--- config.mk ---
export PLATFORM = sky130hd
export DESIGN_NAME = adam_spi_slave
export DESIGN_NICKNAME = d
export VERILOG_FILES = /design/src/rtl/adam_spi_pkg.sv /design/src/rtl/adam_spi_slave_sync.sv /design/src/rtl/adam_spi_slave.sv
export SDC_FILE = /design/constraint.sdc
export NUM_CORES = 1
export LEC_CHECK = 0
export CORE_MARGIN = 2
export CORE_UTILIZATION = 47
export DETAILED_ROUTE_END_ITERATION = 12
export GPL_ROUTABILITY_DRIVEN = 0
export PLACE_DENSITY_LB_ADDON = 0.12
export SYNTH_ARGS = -nofsm -noshare
export SYNTH_HDL_FRONTEND = slang
export SYNTH_SLANG_ARGS = --single-unit
--- constraint.sdc ---
create_clock -name clk_i -period 1.3 [get_ports clk_i]
set_input_delay 0.26 -clock clk_i [delete_from_list [all_inputs] [get_ports clk_i]]
set_output_delay 0.26 -clock clk_i [all_outputs]
set_load 0.1 [all_outputs]
--- src/rtl/adam_spi_pkg.sv ---
// Shared definitions for the SPI slave: controller states and synchronizer depth.
package adam_spi_pkg;

   localparam int SYNC_STAGES = 2;

   typedef enum logic [0:0] {
      ST_IDLE   = 1'b0,
      ST_ACTIVE = 1'b1
   } spi_state_e;

endpackage

--- src/rtl/adam_spi_slave_sync.sv ---
// Multi-flop synchronizer for one asynchronous SPI pin, plus rise/fall detection
// on the synchronized level.
module adam_spi_slave_sync
   import adam_spi_pkg::*;
#(
   parameter logic RESET_VAL = 1'b0
) (
   input  logic clk_i,
   input  logic rst_i,
   input  logic async_i,
   output logic sync_o,
   output logic rise_o,
   output logic fall_o
);

   logic [SYNC_STAGES-1:0] sync_q;
   logic                   prev_q;

   always_ff @(posedge clk_i) begin
      if (rst_i) begin
         sync_q <= {SYNC_STAGES{RESET_VAL}};
         prev_q <= RESET_VAL;
      end else begin
         sync_q <= {sync_q[SYNC_STAGES-2:0], async_i};
         prev_q <= sync_q[SYNC_STAGES-1];
      end
   end

   assign sync_o = sync_q[SYNC_STAGES-1];
   assign rise_o = sync_q[SYNC_STAGES-1] & ~prev_q;
   assign fall_o = ~sync_q[SYNC_STAGES-1] & prev_q;

endmodule

--- src/rtl/adam_spi_slave.sv ---
// SPI slave with oversampled (clk_i >= 8x SCLK) pins, MSB-first framing and
// single-entry rx/tx holding registers with valid/ready handshakes.
//
//  state     | meaning
//  ST_IDLE   | not selected; MISO disabled, bit counter and rx shift held clear
//  ST_ACTIVE | selected; sampling MOSI and shifting MISO on synced SCLK edges
module adam_spi_slave
   import adam_spi_pkg::*;
#(
   parameter int unsigned           DATA_WIDTH = 8,
   parameter bit                    CPHA       = 1'b0,
   parameter bit                    CPOL       = 1'b0,
   parameter logic [DATA_WIDTH-1:0] TX_IDLE    = '1
) (
   input  logic                  clk_i,
   input  logic                  rst_i,
   input  logic                  spi_sclk_i,
   input  logic                  spi_ss_n_i,
   input  logic                  spi_mosi_i,
   output logic                  spi_miso_o,
   output logic                  spi_miso_oe_o,
   input  logic [DATA_WIDTH-1:0] tx_data_i,
   input  logic                  tx_valid_i,
   output logic                  tx_ready_o,
   output logic [DATA_WIDTH-1:0] rx_data_o,
   output logic                  rx_valid_o,
   input  logic                  rx_ready_i,
   output logic                  rx_overrun_o,
   output logic                  tx_underrun_o
);

   localparam int unsigned     CNT_W       = (DATA_WIDTH > 1) ? $clog2(DATA_WIDTH) : 1;
   localparam logic [CNT_W-1:0] LAST_BIT   = CNT_W'(DATA_WIDTH - 1);
   localparam logic [1:0]      SETTLE_DONE = 2'(SYNC_STAGES);

   logic sclk_lvl_unused, sclk_rise, sclk_fall;
   logic ss_sync, ss_rise_unused, ss_fall;
   logic mosi_sync, mosi_rise_unused, mosi_fall_unused;

   adam_spi_slave_sync #(.RESET_VAL(CPOL)) u_sync_sclk (
      .clk_i   (clk_i),
      .rst_i   (rst_i),
      .async_i (spi_sclk_i),
      .sync_o  (sclk_lvl_unused),
      .rise_o  (sclk_rise),
      .fall_o  (sclk_fall)
   );

   adam_spi_slave_sync #(.RESET_VAL(1'b1)) u_sync_ss (
      .clk_i   (clk_i),
      .rst_i   (rst_i),
      .async_i (spi_ss_n_i),
      .sync_o  (ss_sync),
      .rise_o  (ss_rise_unused),
      .fall_o  (ss_fall)
   );

   adam_spi_slave_sync #(.RESET_VAL(1'b0)) u_sync_mosi (
      .clk_i   (clk_i),
      .rst_i   (rst_i),
      .async_i (spi_mosi_i),
      .sync_o  (mosi_sync),
      .rise_o  (mosi_rise_unused),
      .fall_o  (mosi_fall_unused)
   );

   logic lead_edge, trail_edge, sample_edge, shift_edge;

   assign lead_edge   = CPOL ? sclk_fall : sclk_rise;
   assign trail_edge  = CPOL ? sclk_rise : sclk_fall;
   assign sample_edge = CPHA ? trail_edge : lead_edge;
   assign shift_edge  = CPHA ? lead_edge : trail_edge;

   spi_state_e            state_q, state_d;
   logic [CNT_W-1:0]      cnt_q, cnt_d;
   logic [DATA_WIDTH-1:0] rx_shift_q, rx_shift_d;
   logic [DATA_WIDTH-1:0] rx_data_q, rx_data_d;
   logic                  rx_valid_q, rx_valid_d;
   logic                  rx_ovr_q, rx_ovr_d;
   logic [DATA_WIDTH-1:0] tx_shift_q, tx_shift_d;
   logic [DATA_WIDTH-1:0] tx_hold_q, tx_hold_d;
   logic                  tx_full_q, tx_full_d;
   logic                  tx_udr_q, tx_udr_d;
   logic                  armed_q, armed_d;
   logic [1:0]            settle_q, settle_d;
   logic                  load;
   logic [DATA_WIDTH-1:0] rx_word;

   assign rx_word = {rx_shift_q[DATA_WIDTH-2:0], mosi_sync};

   always_ff @(posedge clk_i) begin
      if (rst_i) begin
         state_q    <= ST_IDLE;
         cnt_q      <= '0;
         rx_shift_q <= '0;
         rx_data_q  <= '0;
         rx_valid_q <= 1'b0;
         rx_ovr_q   <= 1'b0;
         tx_shift_q <= '0;
         tx_hold_q  <= '0;
         tx_full_q  <= 1'b0;
         tx_udr_q   <= 1'b0;
         armed_q    <= 1'b0;
         settle_q   <= '0;
      end else begin
         state_q    <= state_d;
         cnt_q      <= cnt_d;
         rx_shift_q <= rx_shift_d;
         rx_data_q  <= rx_data_d;
         rx_valid_q <= rx_valid_d;
         rx_ovr_q   <= rx_ovr_d;
         tx_shift_q <= tx_shift_d;
         tx_hold_q  <= tx_hold_d;
         tx_full_q  <= tx_full_d;
         tx_udr_q   <= tx_udr_d;
         armed_q    <= armed_d;
         settle_q   <= settle_d;
      end
   end

   always_comb begin
      state_d    = state_q;
      cnt_d      = cnt_q;
      rx_shift_d = rx_shift_q;
      rx_data_d  = rx_data_q;
      rx_valid_d = rx_valid_q;
      rx_ovr_d   = 1'b0;
      tx_shift_d = tx_shift_q;
      tx_hold_d  = tx_hold_q;
      tx_full_d  = tx_full_q;
      tx_udr_d   = 1'b0;
      armed_d    = armed_q;
      settle_d   = settle_q;
      load       = 1'b0;

      // A select held low through reset must not look like a fresh falling
      // edge, so arming waits for real pin samples showing ss_n high.
      if (settle_q != SETTLE_DONE) begin
         settle_d = settle_q + 2'd1;
      end else if (ss_sync) begin
         armed_d = 1'b1;
      end

      if (rx_valid_q && rx_ready_i) begin
         rx_valid_d = 1'b0;
      end

      unique case (state_q)
         ST_IDLE: begin
            cnt_d      = '0;
            rx_shift_d = '0;
            if (ss_fall && armed_q) begin
               state_d = ST_ACTIVE;
               load    = !CPHA;
            end
         end
         ST_ACTIVE: begin
            if (ss_sync) begin
               state_d    = ST_IDLE;
               cnt_d      = '0;
               rx_shift_d = '0;
            end else if (sample_edge) begin
               rx_shift_d = rx_word;
               if (cnt_q == LAST_BIT) begin
                  cnt_d = '0;
                  if (rx_valid_q && !rx_ready_i) begin
                     rx_ovr_d = 1'b1;
                  end else begin
                     rx_data_d  = rx_word;
                     rx_valid_d = 1'b1;
                  end
               end else begin
                  cnt_d = cnt_q + 1'b1;
               end
            end else if (shift_edge) begin
               // Counter at zero on a shift edge marks a word boundary in both phases.
               if (cnt_q == '0) begin
                  load = 1'b1;
               end else begin
                  tx_shift_d = {tx_shift_q[DATA_WIDTH-2:0], 1'b0};
               end
            end
         end
         default: state_d = ST_IDLE;
      endcase

      if (tx_valid_i && !tx_full_q) begin
         tx_hold_d = tx_data_i;
         tx_full_d = 1'b1;
      end

      if (load) begin
         if (tx_full_q) begin
            tx_shift_d = tx_hold_q;
            tx_full_d  = 1'b0;
         end else begin
            tx_shift_d = TX_IDLE;
            tx_udr_d   = 1'b1;
         end
      end
   end

   assign spi_miso_oe_o = (state_q == ST_ACTIVE);
   assign spi_miso_o    = (state_q == ST_ACTIVE) & tx_shift_q[DATA_WIDTH-1];
   assign tx_ready_o    = ~tx_full_q;
   assign rx_data_o     = rx_data_q;
   assign rx_valid_o    = rx_valid_q;
   assign rx_overrun_o  = rx_ovr_q;
   assign tx_underrun_o = tx_udr_q;

endmodule

==> metrics.md <==
| Metric | Value |
|---|---|
| Worst Tran Pin Value | between 0.4 and 0.5 ns |
| Relative slew slack | between 60% and 70% |
| Grt met2 use | around a third |
| Synth unique cells | 28 |
| Min Hold Slack | between 0.4 and 0.5 ns |
| RSZ-0062 raised after global routing | true |
| Clock share of power | between 20% and 30% |
| Pint | roughly 2.2 mW |
| Clock skew | approximately 0.0090 ns |
| Post-route antenna net violation count | 0 |
| Diode count | 0 |
| Share of power burned in registers | between 50 and 60% |
| Design Area, Final | 0.002808 mm^2 |
| Min Tclk post-route | 1.417 ns |
| Clk Tree Root Cell | clkbuf_8 |
| Commonest cells post-synth | 50 x dfxtp_1, 35 x nand2_1, 26 x a21oi_1 |
| Final std cells w/o fill | 309 |
| Sw power | 755.5 uW |
| Num CTS Buffers | 5 |
| Pre-Repair DR Iteration Count | 4 |
| Buffers on Ports | 28 |
| Setup TNS Final | -1.070 ns |
| Final setup fails | 19 |
| Starting DRT DRC Count | 57 |
| Largest net degree at the start of global routing | 16 |
| Die area | between 0.004 and 0.005 mm^2 |
| Combinational share of power | roughly 14% |
| Max FO, Critical Path | 5 |
| Register bit total from synthesis | 50 |
| Synth Warn # | 0 |
| Max-Cap Viols | 0 |
| Failing checks | negative setup slack |
| Remaining Overflow, GRT | 0 |
| Most frequent cell after synthesis | dfxtp_1 |
| Required time of the worst setup path | around 1.5 ns |
| CP Capture Type | flip-flop |
| Ys flop type | dfxtp_1 |
| Post-synth EDFFs | 0 |
| Layout Nets | 277 |
| Layout area overhead | 48.51% |
| Final Hold Viols | 0 |
| Met3 Track Usage GR | 3.500% |
| Slew Limit Fails | 0 |
| TritonCTS clock tree | done |
| Die X | just under 70 um |
| Worst-path clk slew | 0.09 ns |
| Top cell type's share of synthesized area | 52.95% |
| Wire length of the first global-routing pass | approximately 6.7 mm |
| Initial antenna violation count | 0 |
| Cell row count | 23 |
| Clock sink count | 50 |
| FMAX | just over 700 MHz |
| Drt total wl | about 4.1 mm |
| Core Region | 0.003943 mm^2 |
| Critical path launch point type | flip-flop |
| Clk buf depth | 2 |
| WL per Instance | between 10 and 15 um |
| H-tree Lvls | 2 |
| CP max stage cell | o41a_1 |
| Sequential area share after synthesis | about 53% |
| Tcrit/Tclk final | 109.0% |
| Slack of the critical path | -0.1172 ns |
| Io pins | 29 |
| Synthesized netlist net count | 220 |
| Crit Path Class | reg -> reg |
| GRT Overall Usage | roughly a fifth |
| Post-synthesis cell count | 201 |
| Top post-synthesis cells by area | dfxtp_1 53%, nand2_1 6.9%, a21oi_1 6.9% |
| Synthesized area | about 0.0019 mm^2 |
| CP Cell Sequence | nand3b_4 -> o41a_1 -> buf_6 -> nor3_4 -> o2bb2ai_1 |
| Status | complete, but fails checks |
| Mapped Avg Cell Area | 9.406 um^2 |
| Switching part of the total | 25.86% |
| Residual DRC | 0 |
| Via count | between 1,500 and 2,000 |
| Via-to-Cell Ratio | around 5 |
| Min-Delay Path Class | reg -> reg |
| Worst vdd ir | 0.9497 mV |
| Layout cells sized above 1 | 32.05% |
| Area leader, netlist | dfxtp_1 |
| Post-DP Area | 0.002584 mm^2 |
| Met1 GRT Util | about a quarter |
| Vias in the first global route | approximately 1,500 |
| Worst EP arrival | 1.62 ns |
| Lkg Pwr | about 1.1 nW |
| GRT busiest layer | met2 |
| Effective utilization at floorplan | 47.95% |
| Chip height | about 67 um |
| Hpwl dp | 2.992 mm |
| FFs w/ async S/R, synth | 0% |
| Placed instance count | roughly 300 |
| Clock latency on the worst-skew pair | around 0.3 ns |
| Cell Pwr Density | 1041 mW/mm^2 |
| Hold_buf cts | 0 |
| Slowest cell delay on critical path | approximately 0.46 ns |
==> what timing repair did <==
action,CTS,global route
endpoints found under the hold margin,0,0
setup endpoints to repair,22,32
pin swaps,8,1
buffers inserted,1,1
gates resized for setup,19,18
cloned,1,0
==> path summary, 6_finish.rpt <==
check	depth (start not counted)	from	end	slack, ns
max	5	u_sync_sclk.sync_q[1]	tx_shift_q[3]	-0.12
min	1	u_sync_ss.sync_q[0]	u_sync_ss.sync_q[1]	0.42
max reg2reg	5	u_sync_sclk.sync_q[1]	tx_shift_q[3]	-0.12
min reg2reg	1	u_sync_ss.sync_q[0]	u_sync_ss.sync_q[1]	0.42
==> worst max-delay path, delay by kind of cell, from the launching register on <==
| family | cells | cell delay, ns |
|---|---|---|
| buf+inv | 1 | 0.17 |
| compound gates | 2 | 0.54 |
| flops | 1 | 0.33 |
| simple gates | 2 | 0.27 |
==> kinds of logic (layout without fill, tap and decap cells) <==
family | after synthesis | after routing | share of synthesized area (%)
XOR/XNOR | 1 | 1 | 0.4634
AO/OA/AOI/OAI | 43 | 43 | 14.30
AND/OR/NAND/NOR | 82 | 82 | 22.37
adder cells (fa/ha/maj) | 4 | 4 | 2.647
multiplexers | 8 | 8 | 4.236
buffers and inverters | 13 | 71 | 3.044
flip-flops | 50 | 50 | 52.95
==> final cells by class <==
cell class,instances,area [um^2]
clock inverters,2,13.76
repair buffers,57,673.1
clock buffers,6,72.57
flip-flops and latches,50,1013
inverters,6,30.03
well taps,50,62.56
multi-input cells,138,942.2
fillers,283,1135
==> registers in the layout (all words and copies together), names as in the netlist, 2 cells and up <==
| register | flops |
|---|---|
| u_sync_ss.sync_q | 2 |
| u_sync_sclk.sync_q | 2 |
| tx_shift_q | 8 |
| rx_data_o | 8 |
| cnt_q | 3 |
| u_sync_mosi.sync_q | 2 |
| settle_q | 2 |
| tx_hold_q | 8 |
| rx_shift_q | 7 |
==> power groups by stage <==
stage | Combinational [mW] | Sequential (mW) | Clock (mW)
final | 0.403 | 1.65 | 0.872
after global placement | 0.359 | 1.67 | 0
after global routing | 0.442 | 1.66 | 0.964
after CTS | 0.389 | 1.64 | 0.898
after floorplan | 0.222 | 1.68 | 0
after detailed placement | 0.379 | 1.68 | 0
==> routing by layer <==
metal	vias to the layer above	part of all wire, %
met1	708	45
met5	-	0
li1	794	-
met4	0	0.66
met3	5	2.7
met2	20	51
==> layout by cell type, fill, tap and decap left out, types with 2 or more instances in the layout <==
master,Yosys,layout
dfxtp_1,50,44
nand2_1,35,35
a21oi_1,26,25
buf_4,0,22
nor2_1,17,17
buf_12,0,15
clkdlybuf4s50_1,0,14
mux2i_1,8,8
o2bb2ai_1,7,7
nor2b_1,8,6
buf_6,1,6
clkbuf_8,0,5
nor3_2,7,4
o21ai_1,2,4
nor3_4,0,4
dfxtp_2,0,4
inv_1,5,3
o21ai_2,0,3
inv_2,0,2
nor2b_4,0,2
nand3b_1,2,2
nand2b_1,3,2
or2_2,2,2
nor3_1,3,2
ha_4,0,2
dfxtp_4,0,2
==> through the flow <==
stage | setup slack [ns] | util, % | power [mW]
floorplan | -0.1391 | - | 1.902
global placement | -0.1793 | 65.53 | 2.032
detailed placement | -0.2310 | 65.53 | 2.056
CTS | -0.1140 | 69.31 | 2.930
global route | -0.1798 | 71.22 | 3.065
finish | -0.1172 | 71.22 | 2.922
(Power assumes the default switching activity.)
